$ cat src/rtl/counter_monitor.sv
// counter_monitor: checks an external up-counter sample by sample.
// Optional wrap counting is built when COUNTER_MONITOR_WRAP_CNT_EN is defined.
module counter_monitor #(
    parameter int ERR_CNT_W = 8,
    parameter int CNT_W     = 16
) (
    input  logic                 clk,
    input  logic                 rst,
    input  logic                 enable,
    input  logic                 clr_err,
    input  logic [CNT_W-1:0]     count_in,
    input  logic                 overflow_in,
    output logic                 locked,
    output logic [CNT_W-1:0]     expected,
    output logic                 err,
    output logic [1:0]           err_code,
    output logic [ERR_CNT_W-1:0] err_count,
    output logic [15:0]          wrap_count
);

    localparam logic [1:0] S_IDLE  = 2'b00;
    localparam logic [1:0] S_SYNC  = 2'b01;
    localparam logic [1:0] S_TRACK = 2'b10;

    logic [1:0]           r_state;
    logic [1:0]           w_state_nxt;
    logic                 r_locked;
    logic [CNT_W-1:0]     r_expected;
    logic                 r_err;
    logic [1:0]           r_err_code;
    logic [ERR_CNT_W-1:0] r_err_count;

    logic                 w_all_ones;
    logic                 w_ovf_ok;
    logic                 w_sampling;
    logic                 w_in_track;
    logic                 w_val_err;
    logic                 w_ovf_err;
    logic                 w_any_err;
    logic                 w_err_sat;
    logic [CNT_W-1:0]     w_cnt_inc;

    // Per-sample checks; only a TRACK cycle with enable high can flag errors.
    always_comb begin
        w_all_ones = &count_in;
        w_ovf_ok   = (overflow_in == w_all_ones);
        w_sampling = enable &&
                     ((r_state == S_SYNC) || (r_state == S_TRACK));
        w_in_track = enable && (r_state == S_TRACK);
        w_val_err  = w_in_track && (count_in != r_expected);
        w_ovf_err  = w_in_track && !w_ovf_ok;
        w_any_err  = w_val_err || w_ovf_err;
        w_err_sat  = &r_err_count;
        w_cnt_inc  = count_in + CNT_W'(1);
    end

    // Next-state: dropping enable always returns to IDLE.
    always_comb begin
        w_state_nxt = r_state;
        if (!enable) begin
            w_state_nxt = S_IDLE;
        end else begin
            unique case (r_state)
                S_IDLE:  w_state_nxt = S_SYNC;
                S_SYNC:  w_state_nxt = S_TRACK;
                S_TRACK: w_state_nxt = S_TRACK;
                default: w_state_nxt = S_IDLE;
            endcase
        end
    end

    // State register; locked mirrors entry into TRACK.
    always_ff @(posedge clk) begin
        if (rst) begin
            r_state  <= S_IDLE;
            r_locked <= 1'b0;
        end else begin
            r_state  <= w_state_nxt;
            r_locked <= (w_state_nxt == S_TRACK);
        end
    end

    // Expected value resyncs on every observed sample in SYNC and TRACK.
    always_ff @(posedge clk) begin
        if (rst) begin
            r_expected <= '0;
        end else if (w_sampling) begin
            r_expected <= w_cnt_inc;
        end
    end

    // Sticky error state; a clear wins over a same-cycle error.
    always_ff @(posedge clk) begin
        if (rst || clr_err) begin
            r_err       <= 1'b0;
            r_err_code  <= 2'b00;
            r_err_count <= '0;
        end else if (w_any_err) begin
            r_err      <= 1'b1;
            r_err_code <= {w_ovf_err, w_val_err};
            if (!w_err_sat) begin
                r_err_count <= r_err_count + ERR_CNT_W'(1);
            end
        end
    end

`ifdef COUNTER_MONITOR_WRAP_CNT_EN
    logic        r_prev_max;
    logic [15:0] r_wrap_count;
    logic        w_wrap_hit;

    // A wrap needs an all-ones sample with overflow set, then a clean zero.
    always_comb begin
        w_wrap_hit = w_in_track && r_prev_max &&
                     (count_in == '0) && !overflow_in;
    end

    // Remember whether the last sample was a correctly flagged all-ones.
    always_ff @(posedge clk) begin
        if (rst) begin
            r_prev_max <= 1'b0;
        end else if (w_sampling) begin
            r_prev_max <= w_all_ones && overflow_in;
        end else begin
            r_prev_max <= 1'b0;
        end
    end

    // Saturating count of correct wraps.
    always_ff @(posedge clk) begin
        if (rst) begin
            r_wrap_count <= '0;
        end else if (w_wrap_hit && (r_wrap_count != 16'hFFFF)) begin
            r_wrap_count <= r_wrap_count + 16'd1;
        end
    end

    assign wrap_count = r_wrap_count;
`else
    assign wrap_count = 16'h0000;
`endif

    assign locked    = r_locked;
    assign expected  = r_expected;
    assign err       = r_err;
    assign err_code  = r_err_code;
    assign err_count = r_err_count;

endmodule

$ cat config.mk
export PLATFORM = sky130hd
export DESIGN_NAME = counter_monitor
export DESIGN_NICKNAME = d
export VERILOG_FILES = /design/src/rtl/counter_monitor.sv
export SDC_FILE = /design/constraint.sdc
export NUM_CORES = 1
export LEC_CHECK = 0
export CAP_MARGIN = 20
export CORE_MARGIN = 3
export CORE_UTILIZATION = 45
export CTS_CLUSTER_SIZE = 8
export DETAILED_ROUTE_END_ITERATION = 16
export GPL_TIMING_DRIVEN = 0
export HOLD_SLACK_MARGIN = 0.1
export PLACE_DENSITY = 0.8
export RECOVER_POWER = 50
export SKIP_CTS_REPAIR_TIMING = 1
export SLEW_MARGIN = 10
export SYNTH_ARGS = -nofsm -noshare
export SYNTH_HDL_FRONTEND = slang
export SYNTH_SLANG_ARGS = --single-unit
$ cat constraint.sdc
create_clock -name clk -period 2.04 [get_ports clk]
set_input_delay 0.408 -clock clk [delete_from_list [all_inputs] [get_ports clk]]
set_output_delay 0.408 -clock clk [all_outputs]
set_load 0.02 [all_outputs]
==> key figures, run 1 <==
Global routing
  • Initial antenna violation count: 0
  • Global-route usage over all layers: 18.0%
  • First-pass GRT wire length: 7110 um
  • Vias in the first global route: 1,538
  • Final global-route overflow total: 0
  • Largest net degree at the start of global routing: 11

Timing
  • Worst hold slack: 456 ps
  • Final hold violation count: 0
  • Final min period: 1910 ps
  • Slew Viols, Final: 0
  • Final setup fails: 0
  • Rel. slew slack: 64.8%
  • Final Skew: 4.87 ps
  • FMAX: 0.524 GHz
  • Final period util: 93.5%
  • RSZ-0062 raised after global routing: no
  • Worst-Margin Slew: 529 ps

Setup path
  • R2r startpoint: r_state[0]
  • Crit path launch: enable
  • WP data required: 2260 ps
  • Biggest cell delay along the critical path: 530 ps
  • Worst-path fanout max: 7
  • Worst EP arrival: 2120 ps
  • CP cell instances: clkdlybuf4s50_1, nand2_1, a41oi_1, a21boi_1, mux2i_1
  • R2R depth: 7
  • Setup CP Type: input port to flip-flop
  • CP max-delay cell: clkdlybuf4s50_1
  • Cell count along the critical path: 5
  • Setup crit end kind: flip-flop
  • Worst Path Buf+Inv: 1
  • Crit start category: input port
  • Delay-heaviest family, CP: compound AO/OA/AOI/OAI gates

Drt
  • Initial DRC Count: 95
  • Met1 Routed Length: 2020 um
  • Routed Antenna Nets: 0
  • Vias after detailed routing: 1,749
  • Routed WL: 4640 um
  • DR WL met2: 2290 um
  • Drt drc: 0
  • Drt wl/cell: 13.9 um
  • Max Used Layer: met4
  • WL met3: 262 um
  • Number of vias per cell: 5.24
  • Pre-antenna DRT Iters: 4

Finish
  • Most common cell after layout, fill and taps aside: dfxtp_1
  • Ant diodes: 0
  • Non-filler cells, final: 334
  • Layout cell share with drive strength beyond 1: 11.9%
  • Area grow syn2layout: 39.0%
  • Final Core Density: 67.5%
  • Fillers: 326
  • Design area: 0.00258 mm2
  • Final Net Count: 311
  • Storage cell area: 601 um2
  • Multi-input logic area: 0.00117 mm2
  • Most frequent cells in the layout: 30 x dfxtp_1, 25 x dlygate4sd3_1, 20 x nand2_1

Worst hold path
  • Worst hold start: err
  • Hold path depth: 2
  • Min-Delay Path Class: flip-flop to flip-flop

Yosys
  • Synth cell types: 36
  • Post-Syn Area per Cell: 8.57 um2
  • Yosys reg bits: 30
  • Ys Warns: 0
  • Mapped cell area: 0.00186 mm2
  • Synth Instances: 217
  • Sequential element share of the synthesized area: 32.3%

Floorplanning
  • Die Width: 70.3 um
  • Die height: 70.3 um
  • Rows: 22
  • DIE AREA: 0.00494 mm2
  • Core area: 0.00383 mm2
  • I/O pin count: 65
  • Initial Util: 48.6%

Run
  • Max_cap viols: 0

Clocking
  • H-tree depth: 2
  • CTS Buf Count: 5
  • Sink Count: 30
  • CTS clk-pin slew, worst paths: 60 ps
  • CTS tree: built
  • Clock buffer depth: 2
  • Clock root buffer: clkbuf_8
  • Clk_lat worst skew: 290 ps

Power
  • Power Total: 1.41 mW
  • Power density cells: 544 mW/mm2
  • Worst vdd ir: 0.000375 V
  • P_leak: 1.09 nW

Placement
  • IO buf count: 45
  • Placed cell areas: 0.00243 mm2
  • Number of cells in the design after placement: 325
  • GPL Wtd Cong: 0.809
  • Post-DP HPWL: 3390 um

Outcome
  • Outcome: finished clean
[sequential cells by signal, summed over array words and instances (netlist names)]
register / flops
expected: 16
err_count: 8
err_code: 2
r_state: 2
err: 1
locked: 1
[per-layer routing]
layer	up-vias	GRT usage [%]
met1	801	22.4
li1	878	-
met2	63	29.6
met3	7	5.76
met4	0	5.11
met5	-	0
[per-stage QoR]
step                worst slack (ps)  setup TNS (ps)
global route                    6.35               0
floorplan                        132               0
finish                           133               0
CTS                             -365           -3300
detailed placement              -658           -8280
global placement                -612           -7290
[synth_stat cells]
library cell / instances / share of area (%)
a2111oi_4: 1 / 1.5
a211oi_1: 10 / 4.0
a21boi_0: 3 / 1.2
a21boi_1: 1 / 0.40
a21o_1: 1 / 0.40
a21oi_1: 6 / 1.6
a311oi_1: 5 / 2.4
a41oi_1: 1 / 0.47
and2_1: 1 / 0.34
and3_1: 1 / 0.34
and4_1: 3 / 1.4
buf_1: 2 / 0.40
buf_2: 1 / 0.27
buf_4: 16 / 6.5
clkbuf_1: 7 / 1.4
conb_1: 1 / 0.20
dfxtp_1: 30 / 32
ha_1: 4 / 2.7
inv_1: 6 / 1.2
mux2i_1: 7 / 3.8
nand2_1: 20 / 4.0
nand3_1: 5 / 1.3
nand3_2: 1 / 0.54
nand4_1: 11 / 3.7
nand4_2: 1 / 0.67
nor2_1: 19 / 3.8
nor3_1: 2 / 0.54
nor4_4: 2 / 2.3
o21ai_0: 7 / 1.9
o221a_1: 1 / 0.61
or2_2: 2 / 0.67
or3_1: 12 / 4.0
or4_1: 1 / 0.40
xnor2_1: 19 / 9.0
xnor2_2: 1 / 0.88
xor2_1: 6 / 2.8
[tightest hold or removal path, stage by stage, from the launching register on]
cell,delay [ps]
dfxtp_1,310
inv_1,40
a21boi_0,60
[report_power, final]
part           switching [mW]  internal (mW)
Clock                   0.218          0.234
Sequential             0.0210          0.610
Combinational           0.180          0.142
[final cells by class]
type / count / area share [%]
multi-input combinational: 170 / 45.2
sequential: 30 / 23.2
timing repair buffer: 47 / 19.3
buffer: 26 / 6.15
clock buffer: 7 / 2.95
tap: 48 / 2.32
inverter: 6 / 0.872
[worst paths after layout]
check | to | slack (ps)
max | err_count[0] | 130
min | err | 460
max reg2reg | expected[4] | 230
min reg2reg | err | 460
[cell families after synthesis]
kind of cell | share of synthesized area, %
mux | 3.77
compound gates | 14.5
simple gates | 24.2
fa+ha+maj | 2.69
other cells | 0.202
flops | 32.3
xor+xnor | 12.7
buf+inv | 9.76
Note: power is estimated with default switching activity, not from simulation.
==> inputs of run 2 (changes only) <==
- GPL_TIMING_DRIVEN: 0 -> 1
==> key figures, run 2 (synthesized netlist as in run 1, its figures left out) <==
Power
  • Switching Share: 27.8%
  • P_leak: 1.14 nW
  • Share of power burned in registers: 39.4%
  • Power density cells: 584 mW/mm2
  • Combinational fraction of design power: 21.9%
  • Power Total: 1.60 mW
  • Int Power: 1.16 mW
  • Worst vdd ir: 0.000489 V
  • Clk pwr share: 38.8%
  • Switching power: 0.446 mW

Drt
  • Vias after detailed routing: 1,823
  • Initial DRC Count: 145
  • Number of vias per cell: 5.39
  • Routed WL: 5170 um
  • Drt drc: 0
  • Drt wl/cell: 15.3 um
  • Routed Antenna Nets: 0
  • Pre-antenna DRT Iters: 4

Placement
  • GPL Wtd Cong: 0.861
  • Number of cells in the design after placement: 329
  • Post-DP HPWL: 3560 um
  • IO buf count: 48
  • Placed cell areas: 0.00251 mm2
  • Pre-CTS setup slack: -412 ps

Global routing
  • Global-route usage over all layers: 20.0%
  • Vias in the first global route: 1,688
  • Largest net degree at the start of global routing: 32
  • First-pass GRT wire length: 7870 um
  • Initial antenna violation count: 0
  • Final global-route overflow total: 0

Worst hold path
  • Worst hold start: err
  • Min-Delay Path Class: flip-flop to flip-flop

Finish
  • Ant diodes: 0
  • Most common cell after layout, fill and taps aside: dfxtp_1
  • Fillers: 300
  • Final Net Count: 315
  • Area grow syn2layout: 47.7%
  • Most frequent cells in the layout: 30 x dfxtp_1, 26 x buf_4, 20 x nand2_1
  • Max reg flops: 16
  • Layout cell share with drive strength beyond 1: 17.6%
  • Design area: 0.00275 mm2
  • Non-filler cells, final: 338

Clocking
  • CTS tree: built
  • Sink Count: 30
  • Clock root buffer: clkbuf_8
  • H-tree depth: 2
  • CTS clk-pin slew, worst paths: 60 ps
  • CTS Buf Count: 5
  • Clk_lat worst skew: 290 ps
  • Clock buffer depth: 2

Floorplanning
  • I/O pin count: 65
  • Die Width: 70.3 um
  • Core area: 0.00383 mm2
  • Rows: 22
  • DIE AREA: 0.00494 mm2
  • Die height: 70.3 um
  • Initial Util: 48.6%

Run
  • Max_cap viols: 0

Setup path
  • Delay-heaviest family, CP: simple AND/OR/NAND/NOR gates
  • Crit start category: input port
  • Biggest cell delay along the critical path: 520 ps
  • Setup crit end kind: flip-flop
  • Crit path launch: count_in[2]
  • R2r startpoint: expected[14]
  • WP data required: 2240 ps
  • CP cell instances: clkdlybuf4s50_1, nand3_4, or3_4, or3_1, a311oi_2
  • Setup CP Type: input port to flip-flop
  • Worst-path fanout max: 6
  • Worst EP arrival: 2170 ps
  • Worst Path Buf+Inv: 1
  • CP max-delay cell: clkdlybuf4s50_1

Outcome
  • Outcome: finished clean

Timing
  • Final hold violation count: 0
  • FMAX: 0.506 GHz
  • Worst hold slack: 457 ps
  • Final setup fails: 0
  • Slew Viols, Final: 0
  • Final Worst Setup Slack: 62.6 ps
  • Final min period: 1980 ps
  • Final Skew: 6.45 ps
  • Final period util: 96.9%
-- run 2: routing by layer --
layer | up-vias | routed length [um] | GRT usage [%]
met5 | - | 0 | 0
met4 | 0 | 176 | 11.5
met3 | 16 | 261 | 4.32
met2 | 60 | 2600 | 32.6
met1 | 864 | 2130 | 24.0
li1 | 883 | - | -
-- run 2: power by group through the flow --
| stage | clock network, mW | registers, mW | logic [mW] |
|---|---|---|---|
| finish | 0.622 | 0.632 | 0.351 |
| global route | 0.648 | 0.635 | 0.375 |
| CTS | 0.624 | 0.632 | 0.340 |
| detailed placement | 0 | 0.644 | 0.336 |
| global placement | 0 | 0.644 | 0.329 |
| floorplan | 0 | 0.668 | 0.172 |
-- run 2: path summary, 6_finish.rpt --
check                       to  slack, ps  depth (start not counted)
hold reg to reg            err        460                          2
setup reg to reg  err_count[6]        350                          6
setup / recovery  expected[12]         60                          5
hold / removal             err        460                          2
-- run 2: tightest hold or removal path, cell delays in order, from the launching register on --
cell and delay [ps]:
dfxtp_1 310, inv_1 40, a21boi_0 60
-- run 2: final cells by class --
cell class	count	area (um2)	area share [%]
sequential	30	601	21.9
inverter	6	22.5	0.820
tap	48	60.1	2.19
multi-input combinational	170	1210	44.0
clock buffer	6	82.6	3.01
timing repair buffer	77	743	27.1
clock inverter	1	30.0	1.09
-- run 2: metrics by stage --
stage | setup TNS, ps | utilization [%]
CTS | -1220 | 68.6
detailed placement | -5060 | 65.7
finish | 0 | 71.8
global route | -20.9 | 71.8
global placement | -4270 | 65.7
floorplan | 0 | -
